`config.mk`:
```
export PLATFORM = sky130hd
export DESIGN_NAME = vram_write_sched
export DESIGN_NICKNAME = d
export VERILOG_FILES = /design/src/rtl/vram_write_sched.sv
export SDC_FILE = /design/constraint.sdc
export NUM_CORES = 1
export LEC_CHECK = 0
export CORE_ASPECT_RATIO = 0.8
export CORE_MARGIN = 8
export CORE_UTILIZATION = 27
export DETAILED_ROUTE_END_ITERATION = 10
export HOLD_SLACK_MARGIN = 0.03
export SYNTH_ARGS = -nofsm -noshare
export SYNTH_HDL_FRONTEND = slang
export SYNTH_SLANG_ARGS = --single-unit
```
`constraint.sdc`:
```
create_clock -name clk -period 2.86 [get_ports clk]
set_input_delay 0.572 -clock clk [delete_from_list [all_inputs] [get_ports clk]]
set_output_delay 0.572 -clock clk [all_outputs]
set_load 0.02 [all_outputs]
```
`src/rtl/vram_write_sched.sv`:
```
// Write-port scheduler sharing the video write port between CPU stores and a fill engine.
// Define VRAM_WRITE_SCHED_ADDR_CHECK_EN to drop out-of-range CPU writes and flag them on addr_err.
module vram_write_sched #(
    parameter int SCREEN_BASE  = 1024,
    parameter int SCREEN_CELLS = 5000,
    parameter int ADDR_W       = 13,
    parameter int DATA_W       = 16
) (
    input  logic              clk,
    input  logic              reset,
    input  logic              cpu_valid,
    input  logic [ADDR_W-1:0] cpu_addr,
    input  logic [DATA_W-1:0] cpu_value,
    output logic              cpu_ready,
    input  logic              fill_start,
    input  logic [ADDR_W-1:0] fill_base,
    input  logic [ADDR_W-1:0] fill_count,
    input  logic [DATA_W-1:0] fill_value,
    input  logic              fill_abort,
    output logic              fill_busy,
    output logic              fill_done,
    input  logic              err_clear,
    output logic              addr_err,
    output logic              vid_write,
    output logic [ADDR_W-1:0] vid_addr,
    output logic [DATA_W-1:0] vid_value
);

    typedef enum logic {IDLE, RUN} state_t;
    typedef enum logic {GRANT_CPU, GRANT_FILL} grant_t;

    localparam logic [ADDR_W-1:0] ADDR_LIMIT = ADDR_W'(SCREEN_BASE + SCREEN_CELLS);

    state_t            state;
    grant_t            last_grant;
    logic [ADDR_W-1:0] cur;
    logic [ADDR_W-1:0] rem;
    logic [DATA_W-1:0] val;

    logic fill_req;
    logic grant_cpu;
    logic grant_fill;
    logic cpu_drop;

    // Round-robin: on a tie the requester that did not win last time gets the port.
    assign fill_req   = (state == RUN) && !fill_abort;
    assign grant_cpu  = cpu_valid && (!fill_req || last_grant == GRANT_FILL);
    assign grant_fill = fill_req && (!cpu_valid || last_grant == GRANT_CPU);
    assign cpu_ready  = grant_cpu;
    assign fill_busy  = (state == RUN);

`ifdef VRAM_WRITE_SCHED_ADDR_CHECK_EN
    assign cpu_drop = cpu_addr >= ADDR_LIMIT;

    // A new out-of-range write outranks a simultaneous clear.
    always_ff @(posedge clk or posedge reset) begin
        if (reset) begin
            addr_err <= 1'b0;
        end else if (grant_cpu && cpu_drop) begin
            addr_err <= 1'b1;
        end else if (err_clear) begin
            addr_err <= 1'b0;
        end
    end
`else
    logic unused_cfg;

    assign cpu_drop   = 1'b0;
    assign addr_err   = 1'b0;
    assign unused_cfg = &{1'b0, err_clear, ADDR_LIMIT};
`endif

    // NOTE: state is updated with non-blocking assignments so every branch below
    // sees the values from the start of the cycle, regardless of statement order.
    always_ff @(posedge clk or posedge reset) begin
        if (reset) begin
            state      <= IDLE;
            last_grant <= GRANT_FILL;
            cur        <= '0;
            rem        <= '0;
            val        <= '0;
            vid_write  <= 1'b0;
            vid_addr   <= '0;
            vid_value  <= '0;
            fill_done  <= 1'b0;
        end else begin
            // NOTE: pulse outputs default low here so each one lasts a single cycle.
            vid_write <= 1'b0;
            fill_done <= 1'b0;

            if (grant_cpu) begin
                last_grant <= GRANT_CPU;
                if (!cpu_drop) begin
                    vid_write <= 1'b1;
                    vid_addr  <= cpu_addr;
                    vid_value <= cpu_value;
                end
            end else if (grant_fill) begin
                last_grant <= GRANT_FILL;
                vid_write  <= 1'b1;
                vid_addr   <= cur;
                vid_value  <= val;
                cur        <= cur + ADDR_W'(1);
                rem        <= rem - ADDR_W'(1);
            end

            case (state)
                IDLE: begin
                    if (fill_start) begin
                        if (fill_count != '0) begin
                            cur   <= fill_base;
                            rem   <= fill_count;
                            val   <= fill_value;
                            state <= RUN;
                        end else begin
                            fill_done <= 1'b1;
                        end
                    end
                end
                RUN: begin
                    // An abort suppresses the fill request, so no fill grant races it.
                    if (fill_abort) begin
                        state <= IDLE;
                    end else if (grant_fill && rem == ADDR_W'(1)) begin
                        state     <= IDLE;
                        fill_done <= 1'b1;
                    end
                end
                default: state <= IDLE;
            endcase
        end
    end

endmodule

```
==> metrics.cfg <==
[power_and_ir_drop]
seq_power_share=0.407
power.leakage_uw=0.00207
share_comb_of_total_power=0.304
intPower_uw=2620
pwr-share-clk=0.289
swShare=0.318
power_uw=3840
peakVddDrop_mv=0.290
p_sw_uw=1220
power_density_nw_per_um2=714

[place]
dp.final_hpwl_um=8590
io_buffer_count=108
place_ws_ns=0.00928
dp.cells=654
gp_congestion=0.770

[synthesis]
synth.cell_area_um2=3740
synthTopCellsByArea=dfrtp_1, mux2_2, nor2_1
ys.flop_type=dfrtp_1
synth_top_area_frac=0.494
ys_async_sr_fraction=1.00
yosysTopAreaCell=dfrtp_1
synth_edf_count=0
post-synth-top-count-cell=dfrtp_1
ys_ff_latch=75
yosysSeqAreaShare=0.502
yosysWarnings=0
avgSynthCellArea_um2=10.0
synth_cell_types=41
synthCells=374
syn_nets=454
synthTopCellsByCount=dfrtp_1, nor2_1, nor3_1, mux2_2, a211oi_1

[global_routing]
antenna_found_initial=0
grt_pass1_wl_um=18900
grt_overflow=0
grt_util_all_layers=0.134
grt_max_degree=41
grt_pass1_vias=3499

[timing]
fin_crit_sh=0.919
maxSlewViolCount=0
tns_ns=0
fin_worst_skew_ns=0.00737
maxSlewHeadroom=0.220
timing.final.ws_setup_ns=0.233
fmax_mhz=381
setup_viol_count_final=0
hold_violations=0
fin_crit_ns=2.63
fin_hold_ws_ns=0.516
worstMarginPinSlew_ns=1.17
rsz0062_at_grt=no

[hold_path]
worstHoldEndpoint=val[1]
whs_path_depth=1
hold_start=val[1]
hp-class=flip-flop to flip-flop

[clocking]
postCtsSetupRepairBufs=0
cts-htree-levels=3
path_clk_slew_ns=0.05
tritoncts=done
clkLatencyLatePin_ns=0.33
clockBufferDepth=2
holdBufCountCts=0
cts_made_buffers=9
clock_sinks=75
ctsResizeCount=1
clk_root_buffer_cell=clkbuf_16

[critical_path]
worstRegToRegCells=3
arrival_ns=2.06
cp_max_fo=3
timing.rr.end=val[14]
start_kind=input port
cp.required_ns=2.29
worstReg2RegStart=fill_busy
worstSetupPathType=input port to output port
r2r_slack_ns=0.76
end_kind=output port

[flow_run]
cap_viol_max_count=0

[floorplanning]
fp.dieH_um=121
rows=38
die_w_um=148
io_pins=111
start_util=0.276
core_area_um2=13600
die-area_um2=17900

[route]
wl_per_cell_um=17.5
vias=3250
drt_iter0_markers=118
first_pass_iters=4
drc=0
wl_um=11700
postRouteAntennaNets=0
routed_via_density=4.85

[status]
status=finished, final reports clean

[layout]
diodes=0
num-nets-final=565
drive_gt1_frac=0.120
area_growth_pct=43.8
finalNonFillerCells=670

[worst max-delay path: stages]
cell and delay (ns):
clkdlybuf4s50_1 0.50, or3b_2 0.50, nand2_1 0.10, inv_1 0.04, dlygate4sd2_1 0.34
[layer usage]
layer,GRT usage,routed length (um),up-vias
li1,-,-,1576
met1,0.176,5580,1574
met2,0.201,5080,90
met3,0.0555,996,10
met4,0.0286,85,0
met5,0,0,-
[sequential cells by signal, summed over array words and instances (netlist names)]
register and cells:
fill_done 1, vid_write 1, last_grant 1, fill_busy 1
vid_addr 13, cur 13, vid_value 16, val 16
rem 13
[power by group through the flow]
stage	sequential (uW)	combinational, uW	clock (uW)
floorplan	1630	591	0
global placement	1560	1160	0
detailed placement	1580	1180	0
CTS	1560	1190	1150
global route	1600	1280	1190
finish	1560	1170	1110
[logic make-up (layout without fill, tap and decap cells)]
group | after synthesis | in the layout | synth area share
xor+xnor | 15 | 15 | 0.0351
flops | 75 | 75 | 0.502
buf+inv | 33 | 149 | 0.0354
mux | 33 | 33 | 0.0959
compound gates | 74 | 74 | 0.126
fa+ha+maj | 3 | 3 | 0.0100
simple gates | 140 | 140 | 0.195
other cells | 1 | 1 | 0.00100
[final cells by class]
class | count | area [um^2]
clock buffer | 14 | 254
clock inverter | 2 | 35.0
timing repair buffer | 126 | 1230
inverter | 7 | 27.5
multi-input combinational | 266 | 1740
sequential | 75 | 1880
fill | 1326 | 8160
tap | 180 | 225
[how the worst max path moves through the flow]
stage	start	end	slack (ns)	depth (start not counted)
floorplan	reset	cur[0]	0.38	1
global placement	fill_abort	cpu_ready	-0.002	5
detailed placement	fill_abort	cpu_ready	0.009	5
CTS	fill_abort	cpu_ready	0.23	5
global route	fill_abort	cpu_ready	0.20	5
finish	fill_abort	cpu_ready	0.23	5
[per-stage QoR]
stage                util  cell area, um^2
detailed placement  0.376             5100
global placement    0.376             5100
CTS                 0.398             5390
finish              0.398             5390
floorplan               -             3740
global route        0.398             5390
[cell usage in the layout (no fill, tap or decap), types with 3 or more instances in the layout]
| cell type | instances |
|---|---|
| a211oi_1 | 20 |
| buf_4 | 17 |
| clkdlybuf4s50_1 | 107 |
| nand3_1 | 6 |
| and2_1 | 14 |
| o21ai_0 | 8 |
| o31ai_1 | 6 |
| or4_1 | 8 |
| or3_1 | 4 |
| clkbuf_16 | 9 |
| nand2_1 | 13 |
| xnor2_1 | 13 |
| nor3_1 | 26 |
| mux2_2 | 23 |
| dfrtp_1 | 74 |
| inv_1 | 6 |
| o22ai_1 | 13 |
| a31oi_1 | 7 |
| nand4_1 | 8 |
| clkbuf_1 | 4 |
| ha_1 | 3 |
| nor4_1 | 5 |
| nor2_1 | 41 |
| nand2b_1 | 4 |
| mux2i_1 | 10 |
| a21oi_1 | 16 |
No activity file was read; power rests on OpenSTA's default activity.
==> RTL change 1 (same flow settings) <==
The parameter `DATA_W` goes from 16 to 32.
--- a/src/rtl/vram_write_sched.sv
+++ b/src/rtl/vram_write_sched.sv
@@ -5,5 +5,5 @@
     parameter int SCREEN_CELLS = 5000,
     parameter int ADDR_W       = 13,
-    parameter int DATA_W       = 16
+    parameter int DATA_W       = 32
 ) (
     input  logic              clk,
Ports: changed (resized cpu_value, fill_value and vid_value); port bits go from 111 to 159. The function was not compared with the original's and may differ.
==> RTL change 1 against the original RTL <==
Design area is 36% higher. Global-route usage is 0.17 points higher. Highest routed layer unchanged. Critical path type unchanged. Sequential cell count is 32 higher. Setup slack worse by 0.040 ns. Total power is 31% higher. Synthesized area is 38% higher. Die area is 33% higher. Wire length is 37% higher.
==> RTL change 1: results (changes against the original RTL) <==
* Post-detail-place hpwl at 11.48 mm (was 8.593 mm)
* Routability cong. at 0.8548 (was 0.7698)
* Status: finished, final reports clean (unchanged)
* Clk slew on worst S/H paths at 0.07 ns (was 0.05 ns)
* Worst-case vdd ir drop at 284.9 uV (was 289.6 uV)
* Min-Delay Path Class: flip-flop to flip-flop (unchanged)
* Worst-path fanout max at 3 (unchanged)
* Nets at 754 (was 565)
* Syn Nets at 607 (was 454)
* Clk_skew at 0.009075 ns (was 0.007373 ns)
* Crit path largest cell delay at 0.55 ns (was 0.50 ns)
* Relative slew slack at 24.57% (was 21.96%)
* Clk root buf: clkbuf_16 (unchanged)
* HP Start: val[29] (was val[1])
* Yosys warns at 0 (unchanged)
* DR vias/cell at 4.818 (was 4.851)
* Initial antenna violation count at 0 (unchanged)
* Clk_lat worst skew at 0.35 ns (was 0.33 ns)
* CP max-delay cell: clkdlybuf4s50_1 (unchanged)
* Bufs on Longest Clock Path at 2 (unchanged)
* Top cells by count, synth: 106 x dfrtp_1, 89 x nor2_1, 49 x nor3_1 (was 74 x dfrtp_1, 42 x nor2_1, 26 x nor3_1)
* Num CTS Buffers at 9 (unchanged)
* Biggest regs: val (32), vid_value (32) (was val (16), vid_value (16))
* Cell area after placement at 0.007023 mm^2 (was 0.005099 mm^2)
* Vias in the first global route at 4626 (was 3499)
* Critical Path Start: fill_abort (unchanged)
* Routed wire per std cell at 17.77 um (was 17.53 um)
* Ys flop type: dfrtp_1 (unchanged)
* Area contributors post-synth: dfrtp_1 51%, mux2_1 10%, nor2_1 6.5%, a211oi_1 4.8%, nor3_1 4.7% (was dfrtp_1 49%, mux2_2 6.9%, nor2_1 4.2%, a211oi_1 4.0%, nor3_1 3.5%)
* First-pass detailed-route iteration total at 4 (unchanged)
* Buffers on Ports at 156 (was 108)
* DP Worst Slack at -0.03412 ns (was 0.009285 ns)
* Share of post-route cells with drive strength above 1 at 8.037% (was 12.04%)
* Register area share after synthesis at 51.73% (was 50.15%)
* Post-CTS sizing at 0 (was 1)
* CTS HTree Levels at 3 (unchanged)
* Iteration-0 DRC Markers at 263 (was 118)
* First-pass GRT wire length at 25.30 mm (was 18.88 mm)
* Diodes inserted at 0 (unchanged)
* Post-synth cell types at 57 (was 41)
* RR Startpoint: fill_busy (unchanged)
* Static leakage at 2.817 nW (was 2.070 nW)
* Gr usage total at 13.53% (was 13.36%)
* Largest net degree at the start of global routing at 108 (was 41)
* Post-CTS Setup Bufs at 0 (unchanged)
* Async set-or-reset flop fraction in the synthesized netlist at 100.0% (unchanged)
-- RTL change 1: changes by cell type after synthesis, moves of 9 or more --
| cell | unedited run | this run |
|---|---|---|
| and2_1 | 14 | 1 |
| nor2_1 | 42 | 89 |
| a211oi_1 | 20 | 33 |
| dfrtp_1 | 74 | 106 |
| a21oi_1 | 16 | 7 |
| nor3_1 | 26 | 49 |
| mux2_1 | 0 | 47 |
| mux2_2 | 23 | 3 |
-- RTL change 1: path summary, 6_finish.rpt --
check | depth (start not counted) | end | slack (ns)
worst max-delay path | 5 | cpu_ready | 0.19
worst min-delay path | 1 | val[29] | 0.49
worst max register to register | 3 | val[21] | 0.72
worst min register to register | 1 | val[29] | 0.49
max in group asynchronous | 3 | vid_addr[0] | 1.64
min in group asynchronous | 3 | val[31] | 0.74
-- RTL change 1: layer usage --
metal,share of wire [%],wire [um],vias to the layer above,track usage (%)
met5,0,0,-,0
met4,1.3,206,0,3.746
met3,8.1,1297,13,5.370
met2,45,7179,129,20.44
met1,46,7401,2154,17.59
li1,-,-,2064,-
-- RTL change 1: logic make-up (layout without fill, tap and decap cells) --
family,Yosys count,in the layout,synth area share [%]
flip-flops,107,107,51.73
other,1,1,0.07241
multiplexers,55,55,11.84
XOR/XNOR,14,14,2.368
AND/OR/NAND/NOR,198,198,19.33
adder cells (fa/ha/maj),3,3,0.7249
buffers and inverters,41,193,4.204
AO/OA/AOI/OAI,76,76,9.737
-- RTL change 1: layout make-up --
class	instances	area [um^2]
flip-flops and latches	107	2679
repair buffers	172	1714
multi-input cells	347	2285
well taps	258	322.8
inverters	5	22.52
fillers	1925	11570
clock inverters	7	98.84
clock buffers	9	225.2
-- RTL change 1: worst max-delay path: cells and delay by family --
| kind | cells | cell delay, ns |
|---|---|---|
| buffers and inverters | 3 | 1.02 |
| AND/OR/NAND/NOR | 2 | 0.50 |
-- RTL change 1: stage by stage --
stage               total power [W]  cells  utilization, %  setup TNS (ns)
CTS                        0.005097    905           38.84               0
floorplan                  0.002978    495               -               0
finish                     0.005023    905           38.84               0
detailed placement         0.003687    889           37.12         -0.6370
global route               0.005323    905           38.84               0
global placement           0.003636    889           37.12               0
-- RTL change 1: power by group --
| part | internal (W) | total, W | switching [W] |
|---|---|---|---|
| sequential | 0.00186 | 0.00217 | 0.000305 |
| clock | 0.000775 | 0.00138 | 0.000601 |
| combinational | 0.000755 | 0.00148 | 0.000723 |
| total | 0.00339 | 0.00502 | 0.00163 |
==> RTL change 2 (same settings) <==
Without the edit above. The option `VRAM_WRITE_SCHED_ADDR_CHECK_EN` is turned on by a define.
--- a/src/rtl/vram_write_sched.sv
+++ b/src/rtl/vram_write_sched.sv
@@ -1,4 +1,6 @@
 // Write-port scheduler sharing the video write port between CPU stores and a fill engine.
 // Define VRAM_WRITE_SCHED_ADDR_CHECK_EN to drop out-of-range CPU writes and flag them on addr_err.
+`define VRAM_WRITE_SCHED_ADDR_CHECK_EN
+
 module vram_write_sched #(
     parameter int SCREEN_BASE  = 1024,
Check against the original RTL: not equivalent (a bounded check fails within 4 cycles, from zero or initial values and one cycle with reset high).
==> RTL change 2 against the original RTL <==
Critical endpoint unchanged. Synthesized cell count up 3.5%. Clock skew up 0.00056 ns. Setup slack worse by 0.15 ns. Design area rose by 2.4%. Clock power increased by 9.9%. Sequential cell count increased by 1. Total power rose by 6.0%. Synthesized area is 1.7% higher. Combinational power up 8%. Count of clock-buffer cells in the layout decreased by 3. Wire length up 3.8%.
==> RTL change 2: results (changes against the original RTL) <==
* Routability cong. at 0.8185 (was 0.7698)
* Area contributors post-synth: dfrtp_1 49%, mux2_2 8.0%, nand2_1 7.0%, a32oi_1 6.7%, nor2_1 3.3% (was dfrtp_1 49%, mux2_2 6.9%, nor2_1 4.2%, a211oi_1 4.0%, nor3_1 3.5%)
* Grt met2 use at 21.68% (was 20.05%)
* Buffers on Ports at 110 (was 108)
* Nets at 580 (was 565)
* WHS Endpoint: val[11] (was val[1])
* DP Worst Slack at 0.08921 ns (was 0.009285 ns)
* Clk_skew at 0.007934 ns (was 0.007373 ns)
* First-pass GRT wire length at 19.67 mm (was 18.88 mm)
* Gr usage total at 13.66% (was 13.36%)
* Met3 Use GR at 4.237% (was 5.553%)
* GR Util met1 at 17.93% (was 17.63%)
* Actual slew at the worst max-slew pin at 1.005 ns (was 1.169 ns)
* Metal3 WL at 746 um (was 996 um)
* Met2 wire len at 5.568 mm (was 5.082 mm)
* Num CTS Buffers at 9 (unchanged)
* Placed instance count at 673 (was 654)
* Worst R2R Setup Slack at 0.89 ns (was 0.76 ns)
* Static leakage at 2.166 nW (was 2.070 nW)
* Syn Nets at 467 (was 454)
* Post-synth cell types at 47 (was 41)
* Post-detail-place hpwl at 9.118 mm (was 8.593 mm)
* Post-CTS sizing at 0 (was 1)
* HP Start: val[11] (was val[1])
* Vias in the first global route at 3736 (was 3499)
* Crit path arrival time at 2.20 ns (was 2.06 ns)
* DR vias/cell at 4.925 (was 4.851)
* Drt total wl at 12.19 mm (was 11.75 mm)
* DRT met1 WL at 5.770 mm (was 5.581 mm)
* Status: finished, final reports clean (unchanged)
* Fin worst setup slack at 0.08676 ns (was 0.2325 ns)
* Smallest hold slack at 0.5046 ns (was 0.5160 ns)
* Top cells by count, synth: 75 x dfrtp_1, 71 x nand2_1, 34 x nor2_1 (was 74 x dfrtp_1, 42 x nor2_1, 26 x nor3_1)
* Fillers at 1380 (was 1326)
* Worst-case vdd ir drop at 329.0 uV (was 289.6 uV)
* Share of post-route cells with drive strength above 1 at 13.47% (was 12.04%)
## RTL change 2: layout make-up
class,instances,area (um^2),area share [%]
repair buffers,126,1246,22.60
multi-input cells,279,1785,32.38
clock buffers,11,242.7,4.402
flip-flops and latches,76,1903,34.51
clock inverters,5,75.07,1.361
inverters,8,31.28,0.5673
well taps,184,230.2,4.175
## RTL change 2: cells by family (layout without fill, tap and decap cells)
family	after synthesis	in the layout	synth area share, %
AOI/OAI and AO/OA	67	67	12.97
xor gates and xnor gates	15	15	3.448
adders and majority gates	3	3	0.9853
buffers and inverters	32	150	3.645
DFF	76	76	49.95
muxes	27	27	7.980
and+or+nand+nor	167	167	21.02
## RTL change 2: worst max-delay path: stages
cell,delay (ns)
clkdlybuf4s50_1,0.42
or3b_2,0.46
nand2_1,0.10
inv_1,0.09
clkdlybuf4s50_1,0.56
## RTL change 2: power by group
group / leakage (nW) / internal (W) / switching, W
combinational: 1.13 / 0.000643 / 0.000613
sequential: 0.875 / 0.00135 / 0.000244
clock: 0.159 / 0.000784 / 0.000441
